[config.mk]
export PLATFORM = sky130hd
export DESIGN_NAME = mmio_bridge_flat
export DESIGN_NICKNAME = d
export VERILOG_FILES = /design/src/rtl/mmio_bridge_pkg.sv /design/src/rtl/mmio_bridge_if.sv /design/src/rtl/mmio_bridge_seg7_decoder.sv /design/src/rtl/mmio_bridge.sv /design/src/flat_wrapper.sv
export SDC_FILE = /design/constraint.sdc
export NUM_CORES = 1
export LEC_CHECK = 0
export ABC_CLOCK_PERIOD_IN_PS = 4040
export BUFFER_PORTS_ARGS = -buffer_cell sky130_fd_sc_hd__buf_2
export CAP_MARGIN = 20
export CORE_ASPECT_RATIO = 1.4
export CORE_MARGIN = 8
export CORE_UTILIZATION = 55
export CTS_BUF_LIST = sky130_fd_sc_hd__clkbuf_8
export DETAILED_ROUTE_END_ITERATION = 6
export PLACE_DENSITY = 0.87
export SLEW_MARGIN = 10
export SYNTH_ARGS = -nofsm -noshare
export SYNTH_HDL_FRONTEND = slang
export SYNTH_HIERARCHICAL = 1
export SYNTH_SLANG_ARGS = --single-unit
[constraint.sdc]
create_clock -name cpu_clk -period 4.04 [get_ports cpu_clk]
set_input_delay 0.202 -clock cpu_clk [delete_from_list [all_inputs] [get_ports cpu_clk]]
set_output_delay 0.202 -clock cpu_clk [all_outputs]
set_load 0.02 [all_outputs]
[src/rtl/mmio_bridge_pkg.sv]
// Shared MMIO address map, 7-segment patterns and polarity constants for mmio_bridge.
package mmio_bridge_pkg;

    localparam logic [31:0] MMIO_BASE  = 32'hFFFF_F000;
    localparam logic [31:0] MMIO_MASK  = 32'hFFFF_F000;
    localparam logic [31:0] ADDR_SEG   = 32'hFFFF_F000;
    localparam logic [31:0] ADDR_TIMER = 32'hFFFF_F020;
    localparam logic [31:0] ADDR_LED   = 32'hFFFF_F060;
    localparam logic [31:0] ADDR_SW    = 32'hFFFF_F070;

    // Board drives digits and segments active-low.
    localparam logic       SEG_ON        = 1'b0;
    localparam logic [7:0] DIG_EN_RESET  = 8'hFE;

    // {dp,g,f,e,d,c,b,a}, active-low, dp off; entry n is the glyph for hex n.
    localparam logic [15:0][7:0] SEG7_PAT = {
        8'h8E, 8'h86, 8'hA1, 8'hC6, 8'h83, 8'h88, 8'h90, 8'h80,
        8'hF8, 8'h82, 8'h92, 8'h99, 8'hB0, 8'hA4, 8'hF9, 8'hC0
    };

    typedef enum logic [2:0] {
        SEL_DRAM, SEL_SEG, SEL_TIMER, SEL_LED, SEL_SW, SEL_NONE
    } sel_e;

    // Word-granular decode; any unlisted address in the MMIO page selects nothing.
    function automatic sel_e addr_decode(input logic [31:0] addr);
        logic [31:0] wa;
        wa = {addr[31:2], 2'b00};
        if ((wa & MMIO_MASK) != MMIO_BASE) return SEL_DRAM;
        case (wa)
            ADDR_SEG:   return SEL_SEG;
            ADDR_TIMER: return SEL_TIMER;
            ADDR_LED:   return SEL_LED;
            ADDR_SW:    return SEL_SW;
            default:    return SEL_NONE;
        endcase
    endfunction

endpackage

[src/rtl/mmio_bridge_if.sv]
// CPU data-port bus between the core (master) and mmio_bridge (slave).
interface mmio_bridge_if;
    logic [31:0] addr_from_cpu;
    logic [31:0] wdata_from_cpu;
    logic        we_from_cpu;
    logic [31:0] rdata_to_cpu;

    modport master (output addr_from_cpu, output wdata_from_cpu, output we_from_cpu,
                    input  rdata_to_cpu);
    modport slave  (input  addr_from_cpu, input  wdata_from_cpu, input  we_from_cpu,
                    output rdata_to_cpu);
endinterface

[src/rtl/mmio_bridge_seg7_decoder.sv]
// Hex nibble to active-low 7-segment pattern, dp off; purely combinational.
module seg7_decoder
    import mmio_bridge_pkg::*;
(
    input  logic [3:0] nibble,
    output logic [7:0] pattern
);
    assign pattern = SEG7_PAT[nibble];
endmodule

[src/rtl/mmio_bridge.sv]
// Data-port responder: routes loads/stores to DRAM or LED/SW/7-seg/timer MMIO.
// Timer register is built only when MMIO_TIMER_EN is defined.
module mmio_bridge
    import mmio_bridge_pkg::*;
#(
    parameter int SCAN_DIV  = 20000,
    parameter int TIMER_DIV = 1,
    parameter int DRAM_AW   = 14
) (
    input  logic               cpu_clk,
    input  logic               cpu_rst,
    mmio_bridge_if.slave       bus,
    output logic [DRAM_AW-1:0] dram_addr,
    output logic [31:0]        dram_wdata,
    output logic               dram_we,
    input  logic [31:0]        dram_rdata,
    input  logic [23:0]        sw,
    output logic [23:0]        led,
    output logic [7:0]         seg_en,
    output logic [7:0]         seg_dn
);
    localparam int SCW = $clog2(SCAN_DIV);

    sel_e        sel;
    logic        wr_seg, wr_led;
    logic [31:0] seg_reg;
    logic [23:0] sw_s1, sw_s2;
    logic [31:0] timer_val;

    assign sel    = addr_decode(bus.addr_from_cpu);
    assign wr_seg = bus.we_from_cpu && (sel == SEL_SEG);
    assign wr_led = bus.we_from_cpu && (sel == SEL_LED);

    assign dram_addr  = bus.addr_from_cpu[DRAM_AW+1:2];
    assign dram_wdata = bus.wdata_from_cpu;
    assign dram_we    = bus.we_from_cpu && (sel == SEL_DRAM);

    always_ff @(posedge cpu_clk) begin
        if (cpu_rst) begin
            led     <= '0;
            seg_reg <= '0;
            sw_s1   <= '0;
            sw_s2   <= '0;
        end else begin
            if (wr_led) led     <= bus.wdata_from_cpu[23:0];
            if (wr_seg) seg_reg <= bus.wdata_from_cpu;
            sw_s1 <= sw;
            sw_s2 <= sw_s1;
        end
    end

    // Scanner: outputs are registered from the current index, so a SEG write
    // shows on the lit digit from the edge after it lands.
    logic [SCW-1:0] scan_cnt;
    logic [2:0]     dig_idx;
    logic [7:0]     dig_pat;

    seg7_decoder u_dec (
        .nibble  (seg_reg[{dig_idx, 2'b00} +: 4]),
        .pattern (dig_pat)
    );

    always_ff @(posedge cpu_clk) begin
        if (cpu_rst) begin
            scan_cnt <= '0;
            dig_idx  <= '0;
            seg_en   <= DIG_EN_RESET;
            seg_dn   <= SEG7_PAT[0];
        end else begin
            if (scan_cnt == SCW'(SCAN_DIV - 1)) begin
                scan_cnt <= '0;
                dig_idx  <= dig_idx + 3'd1;
            end else begin
                scan_cnt <= scan_cnt + 1'b1;
            end
            seg_en          <= '1;
            seg_en[dig_idx] <= SEG_ON;
            seg_dn          <= dig_pat;
        end
    end

`ifdef MMIO_TIMER_EN
    localparam int PW = (TIMER_DIV > 1) ? $clog2(TIMER_DIV) : 1;
    logic [PW-1:0] presc;
    logic [31:0]   timer_q;
    logic          tick;

    assign tick      = (presc == PW'(TIMER_DIV - 1));
    assign timer_val = timer_q;

    // A CPU write wins over a coincident tick and restarts the prescaler.
    always_ff @(posedge cpu_clk) begin
        if (cpu_rst) begin
            presc   <= '0;
            timer_q <= '0;
        end else if (bus.we_from_cpu && (sel == SEL_TIMER)) begin
            presc   <= '0;
            timer_q <= bus.wdata_from_cpu;
        end else if (tick) begin
            presc   <= '0;
            timer_q <= timer_q + 32'd1;
        end else begin
            presc   <= presc + 1'b1;
        end
    end
`else
    assign timer_val = '0;
`endif

    always_comb begin
        bus.rdata_to_cpu = '0;
        case (sel)
            SEL_DRAM:  bus.rdata_to_cpu = dram_rdata;
            SEL_SEG:   bus.rdata_to_cpu = seg_reg;
            SEL_TIMER: bus.rdata_to_cpu = timer_val;
            SEL_LED:   bus.rdata_to_cpu = {8'h00, led};
            SEL_SW:    bus.rdata_to_cpu = {8'h00, sw_s2};
            default:   bus.rdata_to_cpu = '0;
        endcase
    end

endmodule
[src/flat_wrapper.sv]
// flat-port wrapper written by rule: the top's interface ports become plain ports
module mmio_bridge_flat import mmio_bridge_pkg::*;
#(
    parameter int SCAN_DIV  = 20000,
    parameter int TIMER_DIV = 1,
    parameter int DRAM_AW   = 14
)
  (cpu_clk, cpu_rst, dram_addr, dram_wdata, dram_we, dram_rdata, sw, led, seg_en, seg_dn, bus_addr_from_cpu, bus_wdata_from_cpu, bus_we_from_cpu, bus_rdata_to_cpu);
  mmio_bridge_if bus_i ();
  input  logic cpu_clk;
  input  logic cpu_rst;
  output logic [DRAM_AW-1:0] dram_addr;
  output logic [31:0] dram_wdata;
  output logic dram_we;
  input  logic [31:0] dram_rdata;
  input  logic [23:0] sw;
  output logic [23:0] led;
  output logic [7:0] seg_en;
  output logic [7:0] seg_dn;
  input wire logic [$bits(bus_i.addr_from_cpu)-1:0] bus_addr_from_cpu;
  input wire logic [$bits(bus_i.wdata_from_cpu)-1:0] bus_wdata_from_cpu;
  input wire logic [$bits(bus_i.we_from_cpu)-1:0] bus_we_from_cpu;
  output wire logic [$bits(bus_i.rdata_to_cpu)-1:0] bus_rdata_to_cpu;
  assign bus_i.addr_from_cpu = bus_addr_from_cpu;
  assign bus_i.wdata_from_cpu = bus_wdata_from_cpu;
  assign bus_i.we_from_cpu = bus_we_from_cpu;
  assign bus_rdata_to_cpu = bus_i.rdata_to_cpu;
  mmio_bridge #(.SCAN_DIV(SCAN_DIV), .TIMER_DIV(TIMER_DIV), .DRAM_AW(DRAM_AW)) u_core (.cpu_clk(cpu_clk), .cpu_rst(cpu_rst), .bus(bus_i), .dram_addr(dram_addr), .dram_wdata(dram_wdata), .dram_we(dram_we), .dram_rdata(dram_rdata), .sw(sw), .led(led), .seg_en(seg_en), .seg_dn(seg_dn));
endmodule
==> metrics.md, run 1 <==
| Metric | Value |
|---|---|
| CTS Buf Count | `17` |
| Clock Sinks | `between 100 and 150` |
| Hold_ws | `19.0 ps` |
| Die Height | `148 um` |
| H-tree depth | `4` |
| Post-synth ARST share | `0%` |
| Vias | `~6300` |
| Port Buffers | `239` |
| Setup TNS | `0 ps` |
| Slowest cell on crit path | `dfxtp_1` |
| Ys Warns | `6` |
| Die X | `~110 um` |
| PnR worst setup slack | `between 1000 and 1500 ps` |
| Placer Congestion | `roughly 0.85` |
| Worst Skew | `around 7.4 ps` |
| FF+latch count, synth | `138` |
| I/O pin total | `about 240` |
| Multi-input logic area | `roughly 3300 sq um` |
| Number of global-route vias before repair | `about 6200` |
| Die area | `roughly 16000 sq um` |
| Clk slew on worst S/H paths | `~80 ps` |
| Slew margin rel. | `between 20% and 30%` |
| Crit end category | `register` |
| Starting density of the core | `between 50 and 60%` |
| VDD IR max | `around 300 uV` |
| P per Cell Area | `approximately 350 nW/um^2` |
| Mux contribution to synthesized area | `11.2%` |
| Critical path type | `reg2reg` |
| Pre-CTS setup slack | `approximately 1300 ps` |
| Slew Limit Fails | `0` |
| DRC errors left | `0` |
| Cell Chain, Critical Path | `mux4_2 -> mux2_2 -> ha_1 -> nand2_4 -> o21a_1 -> o21ai_2 -> or2_2` |
| Tmin final | `roughly 2700 ps` |
| Final nets | `1031` |
| RSZ-0062 raised after global routing | `false` |
| 1st-iter DRT viols | `512` |
| Part of the cycle the worst path needs | `about two thirds` |
| GRT Total Usage | `25.0%` |
| CP Launch Type | `register` |
| Clock buffer depth | `2` |
| Xor/xnor share of the synthesized area | `under 10%` |
| EDFF count, synth | `0` |
| Syn Inst Count | `approximately 720` |
| Ranking of synthesized cells by area | `dfxtp_1 40%, nand4_1 6.3%, o31ai_1 6.2%` |
| Worst-Skew Late Latency | `around 460 ps` |
| Top-count cell post-synth | `dfxtp_1` |
| Hpwl dp | `about 14 mm` |
| Leakage | `about 3.3 nW` |
| Synth Area per Inst | `9.44 sq um` |
| Count of final hold-check violations | `0` |
| Clock root buffer | `clkbuf_8` |
| Outcome | `finished, final reports clean` |
| Post-synthesis sequential area ratio | `about two fifths` |
| Crit path largest cell delay | `800 ps` |
| Top FF cell, synth | `dfxtp_1` |
| Synth Area in Adders | `approximately 1.6%` |
| Share of post-route cells with drive strength above 1 | `about 37%` |
| Area grow syn2layout | `21.1%` |
| Placement Rows | `between 40 and 50` |
| N_diodes | `0` |
| Pin count of the biggest net entering global routing | `70` |
| Max reg flops | `32` |
| Final core occ | `67.5%` |
| Filler cell count | `1000` |
| Wire per inst | `about 20 um` |
| Synth cell count leaders | `138 x dfxtp_1, 69 x nand4_1, 58 x a21oi_1, 58 x nor2b_1, 56 x o31ai_1` |
| Yosys top cell area share | `just over 40%` |
| CTS tree | `built` |
| FF+latch area | `2760 sq um` |
| Vias/cell | `~5.9` |
| Post-Synth Simple-Gate Area | `17.9%` |
| Compound-Gate Fraction of Synth Area | `15.9%` |
| Routed Antenna Nets | `0` |
| Setup violations, final | `0` |
| Core Footprint | `around 12000 sq um` |
| Worst path required time | `roughly 4400 ps` |
| Iteration count of the initial detailed-routing pass | `6` |
| Worst-path fanout max | `15` |
| Cell accounting for the most synthesized area | `dfxtp_1` |
| Fmax | `around 370 MHz` |
| Antenna violations before repair | `0` |
| Post-Synthesis Net Count | `roughly 860` |
| Hold WC Path Type | `in2reg` |
| Synth cell types | `47` |
| Slew at the pin with the worst max-slew slack | `~1100 ps` |
| Arr. time, crit path | `3050 ps` |
| Global-route wire length before repair | `~32 mm` |
| Main combinational cell family by area after synthesis | `simple AND/OR/NAND/NOR gates` |
| Post-detailed-routing wire length | `around 21 mm` |
| GRT overflow | `0` |
| Setup bufs post-CTS | `0` |
| Max-Cap Viols | `0` |
| Post-synthesis cell area | `about 6800 sq um` |
## cell type report
class | instances | area share [%]
Clock inverter | 13 | 2.04
Multi-Input combinational cell | 461 | 40.2
Timing Repair Buffer | 276 | 18.6
Tap cell | 150 | 2.27
Sequential cell | 138 | 33.4
Inverter | 5 | 0.257
Clock buffer | 19 | 3.16
## worst max-delay path: cells and delay by family, from the launching register on
family / cells / cell delay, ps
muxes: 2 / 980
adders and majority gates: 1 / 260
AOI/OAI and AO/OA: 2 / 190
and+or+nand+nor: 2 / 360
DFF: 1 / 800
## layer usage
metal  vias to the layer above  wire length, um  track usage [%]
met5                         -                0                0
li1                       2942                -                -
met4                         0              735             11.5
met2                       356            10300             41.3
met3                        57             2000             6.75
met1                      2953             7780             29.0
## cell usage in the layout (no fill, tap or decap), types with 4 or more instances in the layout
cell type / n
xor2_1: 8
a21oi_1: 58
clkinv_4: 4
clkinvlp_4: 4
xnor2_1: 6
dfxtp_1: 138
and4_1: 5
buf_4: 13
nand4_1: 69
nor2_1: 21
nor2b_1: 58
mux4_2: 8
nand3_1: 7
nor3_1: 4
mux2i_1: 26
ha_1: 9
mux2_2: 29
dlygate4sd3_1: 25
inv_1: 4
o2bb2ai_1: 24
buf_2: 238
nand2_1: 23
clkbuf_8: 19
o21ai_0: 19
o31ai_1: 56
## worst paths after layout
| path | depth (start not counted) | start | endpoint | slack [ps] |
|---|---|---|---|---|
| worst max-delay path | 7 | u_core/dig_idx[0] | u_core/seg_dn[6] | 1340 |
| worst min-delay path | 3 | bus_wdata_from_cpu[25] | u_core/seg_reg[25] | 20 |
| worst max register to register | 7 | u_core/dig_idx[0] | u_core/seg_dn[6] | 1340 |
| worst min register to register | 1 | u_core/sw_s1[4] | u_core/sw_s2[4] | 440 |
## report_power, final
part	switching (mW)	leakage, nW	internal, mW
Clock	0.545	0.205	0.646
Combinational	0.152	1.98	0.120
Sequential	0.00693	1.12	1.38
## stage by stage
step	std cells	power (mW)	area [sq um]
detailed placement	1005	1.67	7580
finish	1062	2.85	8270
global placement	1005	1.67	7580
global route	1062	2.96	8270
CTS	1062	2.87	8270
floorplan	723	1.58	6830
## kinds of logic (layout without fill, tap and decap cells)
| group | Yosys count | count (layout) |
|---|---|---|
| buffers and inverters | 124 | 313 |
| DFF | 138 | 138 |
| other | 1 | 1 |
| AOI/OAI and AO/OA | 166 | 166 |
| muxes | 63 | 63 |
| xor gates and xnor gates | 14 | 14 |
| and+or+nand+nor | 208 | 208 |
| adders and majority gates | 9 | 9 |
## repair_timing
item / 4_1_cts / 5_1_grt
endpoints found under the hold margin: 25 / 0
gates resized for setup: 0 / 0
hold buffers: 25 / 0
Power figures use the tool's default switching activity.
==> run 2, diff against run 1 <==
- ABC_CLOCK_PERIOD_IN_PS: 4040 -> 2200
- CORE_UTILIZATION: 55 -> 47
- PLACE_DENSITY: 0.87 -> 0.79
- clock period: 4.04 -> 2.2 ns (I/O delays scaled with it)
==> run 2 against run 1 <==
- combinational power is 100% higher
- sequential cell count stayed put
- sequential share of layout area is 2.1 points lower
- via count hardly changed
- register-to-register slack worse by 1300 ps
- cell count is 8.5% higher
- largest cell class unchanged
- highest routed layer unchanged
==> metrics.md, run 2 (synthesis results as in run 1) <==
| Metric | Value |
|---|---|
| Outcome | `finished, final reports clean` |
| Hold depth | `2 (-1)` |
| Crit end category | `register` |
| FF+latch area | `2760 sq um (about the same)` |
| Clock power frac | `38.2% (-3.5 points)` |
| Hold Crit Start | `cpu_rst` |
| Commonest non-fill, non-tap cell in the layout | `buf_2` |
| Filler cell count | `1267 (+27%)` |
| Starting density of the core | `47.7% (-8.0 points)` |
| Reg-to-reg startpoint | `u_core/dig_idx[0]` |
| Clock buffer depth | `2 (unchanged)` |
| Wire per inst | `18.8 um (-4.1%)` |
| Fmax | `458 MHz (+24%)` |
| Count of final hold-check violations | `0 (unchanged)` |
| Area grow syn2layout | `29.2%` |
| Tmin final | `2180 ps (-522 ps)` |
| Flop pwr share | `50.8% (+2.1 points)` |
| Worst Skew | `11.7 ps (+4.31 ps)` |
| Die X | `118 um (+7.0%)` |
| Arr. time, crit path | `2490 ps (-560 ps)` |
| Die Height | `159 um (+7.3%)` |
| VDD IR max | `445 uV (+46%)` |
| Port Buffers | `239 (unchanged)` |
| Number of global-route vias before repair | `6376 (+2.3%)` |
| Slowest cell on crit path | `mux4_2` |
| Hold_ws | `145 ps (+126 ps)` |
| CTS tree | `built` |
| Max-Cap Viols | `0 (unchanged)` |
| Post-detailed-routing wire length | `21.7 mm (+4.1%)` |
| Clk slew on worst S/H paths | `80 ps (about the same)` |
| I/O pin total | `242 (unchanged)` |
| Max reg flops | `32 (unchanged)` |
| Iteration count of the initial detailed-routing pass | `6 (unchanged)` |
| Worst-Skew Late Latency | `440 ps (-20 ps)` |
| Vias/cell | `5.48 (-7.8%)` |
| Clock root buffer | `clkbuf_8` |
| Share of post-route cells with drive strength above 1 | `37.3% (+0.77 points)` |
| Slew at the pin with the worst max-slew slack | `662 ps (-456 ps)` |
| Final instance area | `8820 sq um (+6.7%)` |
| Part of the cycle the worst path needs | `99.2% (+32 points)` |
| Global-route wire length before repair | `33.6 mm (+4.7%)` |
| Slew Limit Fails | `0 (unchanged)` |
| P per Cell Area | `571 nW/um^2 (+65%)` |
| Leakage | `3.53 nW (+6.7%)` |
| Hpwl dp | `14.8 mm (+5.0%)` |
| Worst reg2reg path endpoint | `u_core/seg_dn[3]` |
| Worst path required time | `2510 ps (-1880 ps)` |
| Placer Congestion | `0.847 (unchanged)` |
| GRT Total Usage | `22.3% (-2.7 points)` |
| N_diodes | `0 (unchanged)` |
| Worst hold path endpoint | `u_core/sw_s1[7]` |
| Antenna violations before repair | `0 (unchanged)` |
| Int Pwr | `3.72 mW (+73%)` |
| Setup TNS | `0 ps (unchanged)` |
| Sw Share | `26.0% (+1.4 points)` |
| Hold WC Path Type | `in2reg` |
| Pin count of the biggest net entering global routing | `57 (-19%)` |
| Multi-input logic area | `3350 sq um (+0.79%)` |
| R2R setup slack | `20 ps (-1320 ps)` |
| P_sw | `1.31 mW (+86%)` |
| CP Launch Type | `register` |
| Worst-path fanout max | `4 (-11)` |
| Routed Antenna Nets | `0 (unchanged)` |
| Setup violations, final | `0 (unchanged)` |
| Die area | `18700 sq um (+15%)` |
| Reg2Reg Depth | `8 (+1)` |
| Clock Sinks | `138 (unchanged)` |
| Most frequent cells in the layout | `238 x buf_2, 137 x dfxtp_1, 69 x nand4_1` |
| DRC errors left | `0 (unchanged)` |
| Placement Rows | `52 (+8.3%)` |
| GRT overflow | `0 (unchanged)` |
| CTS Buf Count | `17 (unchanged)` |
| Final nets | `1083 (+5.0%)` |
| CP bufs+invs | `1 (+1)` |
| Delay-heaviest family, CP | `multiplexers` |
| RSZ-0062 raised after global routing | `true` |
| Cell Chain, Critical Path | `buf_12 -> mux4_2 -> mux2_4 -> ha_4 -> or2_1 -> a21oi_2 -> a31oi_1 -> nor2b_1` |
| Crit path largest cell delay | `530 ps (-270 ps)` |
| H-tree depth | `4 (unchanged)` |
| Critical path type | `reg2reg` |
| Core Footprint | `14300 sq um (+17%)` |
| Placed inst area | `7830 sq um (+3.2%)` |
| Combinational share of power | `11.0% (+1.5 points)` |
| 1st-iter DRT viols | `526 (+2.7%)` |
| Slew margin rel. | `55.9% (+30 points)` |
| Vias | `6312 (+0.063%)` |
[run 2: routing by layer]
| metal | vias to the layer above | wire length (um) | global-route usage (%) |
|---|---|---|---|
| met5 | - | 0 | 0 |
| met3 | 44 | 1600 | 6.67 |
| met4 | 0 | 723 | 11.1 |
| met2 | 278 | 10900 | 38.5 |
| li1 | 3037 | - | - |
| met1 | 2953 | 8460 | 24.7 |
[run 2: timing repair]
action / CTS / global route
setup endpoints to repair: 4 / 7
cloned: 0 / 0
buffers inserted: 0 / 4
gates resized for setup: 1 / 9
pin swaps: 0 / 1
hold endpoints to repair: 80 / 0
hold buffers: 56 / 0
[run 2: worst max path at each step]
| stage | startpoint | end | slack (ps) | cells past startpoint |
|---|---|---|---|---|
| global route | u_core/dig_idx[0] | u_core/seg_dn[0] | -30 | 8 |
| detailed placement | u_core/dig_idx[0] | u_core/seg_dn[0] | -20 | 8 |
| global placement | u_core/dig_idx[0] | u_core/seg_dn[3] | 1 | 8 |
| CTS | u_core/dig_idx[0] | u_core/seg_dn[3] | 7 | 8 |
| floorplan | u_core/dig_idx[0] | u_core/seg_dn[6] | 2 | 9 |
| finish | u_core/dig_idx[0] | u_core/seg_dn[3] | 20 | 8 |
[run 2: power groups by stage]
stage               Clock, mW  Sequential [mW]  Combinational (mW)
finish                   1.92             2.55               0.555
global route             2.07             2.56               0.595
CTS                      1.95             2.55               0.551
detailed placement          0             2.61               0.473
global placement            0             2.61               0.467
floorplan                   0             2.61               0.299
[run 2: layout make-up]
cell class                      count  share of cell area, %
Multi-Input combinational cell    461                   38.0
Sequential cell                   138                   31.3
Timing Repair Buffer              328                   23.5
Clock buffer                       18                   2.81
Tap cell                          189                   2.68
Clock inverter                     13                   1.39
Inverter                            5                  0.270
[run 2: metrics by stage]
step | power [mW] | utilization, % | setup WS (ps) | std cells
after detailed placement | 3.09 | 54.7 | -17.1 | 1061
after global placement | 3.08 | 54.7 | 1.27 | 1061
final | 5.03 | 61.6 | 17.1 | 1152
after CTS | 5.06 | 61.2 | 7.25 | 1148
after global routing | 5.23 | 61.6 | -25.2 | 1152
after floorplan | 2.91 | - | 1.70 | 723
[run 2: worst register-to-register path, stage by stage, from the launching register on]
cell     delay [ps]
dfxtp_2         370
buf_12          110
mux4_2          530
mux2_4          320
ha_4            170
or2_1           250
a21oi_2         130
a31oi_1          40
nor2b_1         140
